[src/rtl/gpr_writeback.sv]
// gpr_writeback: register-file write-port arbiter merging pipeline writeback with a
// long-latency result FIFO, plus a pending scoreboard for decode operand stalls.
module gpr_writeback #(
    parameter int DEPTH = 4,
    parameter int DW    = 32,
    parameter int AW    = 5,
    localparam int PW   = $clog2(DEPTH)
) (
    input  logic          clk,
    input  logic          rst,
    input  logic          pipe_we,
    input  logic [AW-1:0] pipe_rd,
    input  logic [DW-1:0] pipe_rrd,
    input  logic          issue_valid,
    input  logic [AW-1:0] issue_rd,
    input  logic          ll_valid,
    output logic          ll_ready,
    input  logic [AW-1:0] ll_rd,
    input  logic [DW-1:0] ll_data,
    input  logic [AW-1:0] chk_rs,
    input  logic [AW-1:0] chk_rt,
    output logic          busy_rs,
    output logic          busy_rt,
    output logic          gpr_we,
    output logic [AW-1:0] gpr_rd,
    output logic [DW-1:0] gpr_rrd,
    output logic [PW:0]   ll_count
);
    logic [AW-1:0]      rd_mem [DEPTH];
    logic [DW-1:0]      data_mem [DEPTH];
    logic [PW-1:0]      wptr_q, rptr_q;
    logic [PW:0]        count_q, count_d;
    logic [2**AW-1:0]   pending_q, pending_d;
    logic               push, drain;
    logic [AW-1:0]      head_rd;

    assign head_rd  = rd_mem[rptr_q];
    assign ll_ready = rst && (count_q != DEPTH[PW:0]);
    // $0 results complete the handshake but never occupy a slot
    assign push     = ll_valid && ll_ready && (ll_rd != '0);
    assign drain    = rst && !pipe_we && (count_q != '0);
    assign gpr_rd   = pipe_we ? pipe_rd : head_rd;
    assign gpr_rrd  = pipe_we ? pipe_rrd : data_mem[rptr_q];
    assign gpr_we   = rst && (pipe_we || drain) && (gpr_rd != '0);
    assign ll_count = count_q;
    assign count_d  = count_q + {{PW{1'b0}}, push} - {{PW{1'b0}}, drain};
    // the register file forwards same-cycle writes, so the draining register is not busy
    assign busy_rs  = rst && pending_q[chk_rs] && !(drain && head_rd == chk_rs);
    assign busy_rt  = rst && pending_q[chk_rt] && !(drain && head_rd == chk_rt);

    always_comb begin
        pending_d = pending_q;
        if (drain) pending_d[head_rd] = 1'b0;
        if (issue_valid && issue_rd != '0) pending_d[issue_rd] = 1'b1;
        pending_d[0] = 1'b0;
    end

    always_ff @(posedge clk or negedge rst) begin
        if (!rst) begin
            wptr_q    <= '0;
            rptr_q    <= '0;
            count_q   <= '0;
            pending_q <= '0;
        end else begin
            wptr_q    <= wptr_q + {{(PW-1){1'b0}}, push};
            rptr_q    <= rptr_q + {{(PW-1){1'b0}}, drain};
            count_q   <= count_d;
            pending_q <= pending_d;
        end
    end

    always_ff @(posedge clk) begin
        if (push) begin
            rd_mem[wptr_q]   <= ll_rd;
            data_mem[wptr_q] <= ll_data;
        end
    end
endmodule
[config.mk]
export PLATFORM = sky130hd
export DESIGN_NAME = gpr_writeback
export DESIGN_NICKNAME = d
export VERILOG_FILES = /design/src/rtl/gpr_writeback.sv
export SDC_FILE = /design/constraint.sdc
export NUM_CORES = 1
export LEC_CHECK = 0
export BUFFER_PORTS_ARGS = -buffer_cell sky130_fd_sc_hd__buf_4
export CAP_MARGIN = 10
export CORE_UTILIZATION = 40
export DETAILED_ROUTE_END_ITERATION = 12
export PLACE_DENSITY = 0.61
export SLEW_MARGIN = 20
export SYNTH_ARGS = -nofsm -noshare
export SYNTH_HDL_FRONTEND = slang
export SYNTH_SLANG_ARGS = --single-unit
[constraint.sdc]
create_clock -name clk -period 12.2 [get_ports clk]
set_clock_uncertainty 0.15 [all_clocks]
set_input_delay 3.66 -clock clk [delete_from_list [all_inputs] [get_ports clk]]
set_output_delay 3.66 -clock clk [all_outputs]
set_load 0.02 [all_outputs]
==> results by group <==
Final layout
  • Layout fillers: 1,689
  • Area growth, synth to finish: 23.4%
  • Commonest non-fill, non-tap cell in the layout: edfxtp_1
  • Commonest cells after routing, fill and taps aside: edfxtp_1 (148), buf_4 (141), o21ai_0 (61)
  • Final net count: a little over 700
  • N_diodes: 0
  • Layout cell share with drive strength beyond 1: 42.8%

Floorplan
  • Total die area: 20,800 um^2
  • CORE AREA: 19,700 um^2
  • Initial core utilization: roughly 41%
  • Chip width: 144 um
  • Die height: 144 um
  • Row count: 51
  • I/O pin cnt: between 100 and 150

Critical path
  • Worst path bufs/invs: 2
  • Capture point of the worst reg-to-reg path: pending_q[29]
  • Critical Path, Cell by Cell: buf_4 -> mux2_2 -> a2111oi_0 -> a211oi_1 -> nor2_1 -> a211oi_1 -> buf_4
  • Critical path peak fanout: 14
  • Reg2reg start: rptr_q[1]
  • Arr. time, crit path: 5.08 ns
  • R2r setup slk: 9.46 ns
  • CP max-delay cell: a2111oi_0
  • Depth of the most critical reg-to-reg path: 5
  • Worst path max stage delay: 0.42 ns
  • Top delay family on crit path: compound AO/OA/AOI/OAI gates
  • Critical path endpoint category: primary output
  • Startpoint type of the worst setup path: input port
  • Required time worst endpoint: 8.39 ns
  • WS Path Type: in2out

Routing
  • Drt total wl: 17,500 um
  • 1st-iter DRT viols: 246
  • Vias per cell: 5.48
  • Via count: 4,852
  • WL/cell: 19.8 um
  • Routed Antenna Nets: 0
  • Router iterations before antenna repair: 4
  • DRC errors left: 0

Flow run
  • Max-cap check violation count: 0

Clock network
  • Sink Count: 186
  • Max H-tree Level: 4
  • Post-CTS Hold Fix Bufs: 0
  • CTS root buffer: clkbuf_16
  • Resize count post-CTS: 0
  • Clk slew on worst S/H paths: 0.07 ns
  • CTS tree: done
  • Clock buffer depth: 2
  • Clock latency on the worst-skew pair: 0.42 ns
  • CTS buffer count: 17
  • Post-CTS repair timing setup buffer count: 0

Logic synthesis
  • Area share of the largest cell type after synthesis: 55.0%
  • Mapped Nets: between 500 and 600
  • Synth Register Bits: 186
  • Synth cell types: 40
  • Synth top area cells: edfxtp_1 (55%), mux4_2 (14%), dfrtp_1 (12%)
  • Syn Inst Count: 469
  • Avg Inst Size Synth: 17.2 um^2
  • Post-Synth XOR/XNOR Area: 1.52%
  • Register area share after synthesis: 66.7%
  • Synth Area in Adders: 0.867%
  • Compound-Gate Fraction of Synth Area: under 10%
  • Mapped Area: a little over 8000 um^2
  • Largest family of logic cells by synthesized area: multiplexers
  • Syn. warnings: 0
  • Synth area leader: edfxtp_1
  • Post-synthesis simple-gate area fraction: 4.22%
  • Proportion of synthesized area in mux cells: 19.3%

Min path
  • WHS Path Cells: 1
  • Worst hold start: ll_count[2]
  • Worst min-delay path endpoint: ll_count[2]
  • HP Class: reg2reg

Placement
  • Dpl hpwl: between 10,000 and 15,000 um
  • Dpl ws: between 3 and 4 ns
  • PortBufs: around 140
  • Routability cong.: 0.864

STA
  • Slew HR: 31.4%
  • Setup ws final: 3.31 ns
  • Setup-failing EPs final: 0
  • Fin. Hold Viols: 0
  • Fmax: 112 MHz
  • TNS Setup: 0 ns
  • Pins over their slew limit: 0
  • Period utilization: 72.9%
  • Min Tclk post-route: 8.89 ns
  • WHS: 0.380 ns
  • Worst Max-Slew Pin Slew: 1.03 ns
  • RSZ-0062 raised after global routing: no

Power and ir drop
  • Leak pwr: 3.59 nW
  • Pwr Density: 211 nW/um^2
  • Worst VDD drop: 0.124 mV

Global routing
  • First-pass GRT wire length: 27,300 um
  • Antenna violations before repair: 0
  • Overall Global Routing Usage: ~18%
  • Largest net degree at the start of global routing: 44
  • Grt total ovfl: 0
  • Vias in the first global route: 4,931

Status
  • Status: finished, final reports clean
==> logic make-up after synthesis <==
kind of cell / count (synthesis)
and+or+nand+nor: 61
DFF: 186
adders and majority gates: 5
AOI/OAI and AO/OA: 84
muxes: 90
xor gates and xnor gates: 14
buffers and inverters: 29
==> stage by stage <==
step	instance area, um^2	util (%)	total power, mW	instances
finish	9970	50.8	2.10	886
CTS	9970	50.7	2.13	886
detailed placement	9390	47.8	1.59	854
floorplan	8090	-	1.35	469
global route	9970	50.8	2.21	886
global placement	9390	47.8	1.58	854
==> worst max path at each step <==
stage / slack [ns] / to / from / depth (start not counted)
after global placement: 3.29 / busy_rt / chk_rt[0] / 7
after global routing: 3.22 / busy_rt / chk_rt[2] / 7
after floorplan: 3.29 / gpr_we / pipe_we / 5
after detailed placement: 3.30 / busy_rt / chk_rt[2] / 7
after CTS: 3.29 / busy_rt / chk_rt[2] / 7
final: 3.31 / busy_rt / chk_rt[2] / 7
==> state kept, by name, indices dropped and copies added, names as in the netlist <==
name,cells
rptr_q,2
rd_mem,20
wptr_q,2
ll_count,3
pending_q,31
data_mem,128
==> per-layer routing <==
| layer | part of all wire [%] | vias up | track usage [%] |
|---|---|---|---|
| met2 | 49 | 174 | 29.5 |
| met4 | 0.78 | 0 | 4.65 |
| met1 | 44 | 2509 | 23.4 |
| li1 | - | 2158 | - |
| met5 | 0 | - | 0 |
| met3 | 6.7 | 11 | 5.56 |
==> where the power goes <==
part / internal (mW) / switching, mW / total [mW]
clock network: 0.274 / 0.255 / 0.530
registers: 0.806 / 0.117 / 0.923
logic: 0.334 / 0.315 / 0.649
==> cells in the mapped netlist <==
master,number
edfxtp_1,148
o21ai_0,61
mux4_2,49
dfrtp_1,38
mux2_2,35
nand3_1,11
nand2_1,10
clkbuf_1,9
nor2_1,9
buf_2,8
inv_1,8
nand3b_1,8
xnor2_1,8
mux2i_1,6
o21ai_1,6
xor2_1,6
a21oi_1,4
ha_1,4
nor3_1,4
a2111oi_0,3
a211oi_1,3
and3_1,3
buf_6,3
nor2b_1,3
a31oi_1,2
and3b_1,2
nand2b_1,2
nor4_1,2
or3_1,2
or3b_2,2
a21boi_0,1
a21o_1,1
buf_1,1
fa_1,1
nand4_1,1
nor3b_1,1
o21a_1,1
o21ba_2,1
o21bai_1,1
or3_4,1
==> area by class of cell <==
cell class,count,area (um^2),share of cell area (%)
Sequential cell,186,5400,54.1
Tap cell,265,332,3.32
Clock buffer,18,429,4.30
Clock inverter,14,156,1.57
Inverter,8,30.0,0.301
Multi-Input combinational cell,254,2570,25.8
Timing Repair Buffer,141,1060,10.6
No activity file was read; power rests on OpenSTA's default activity.
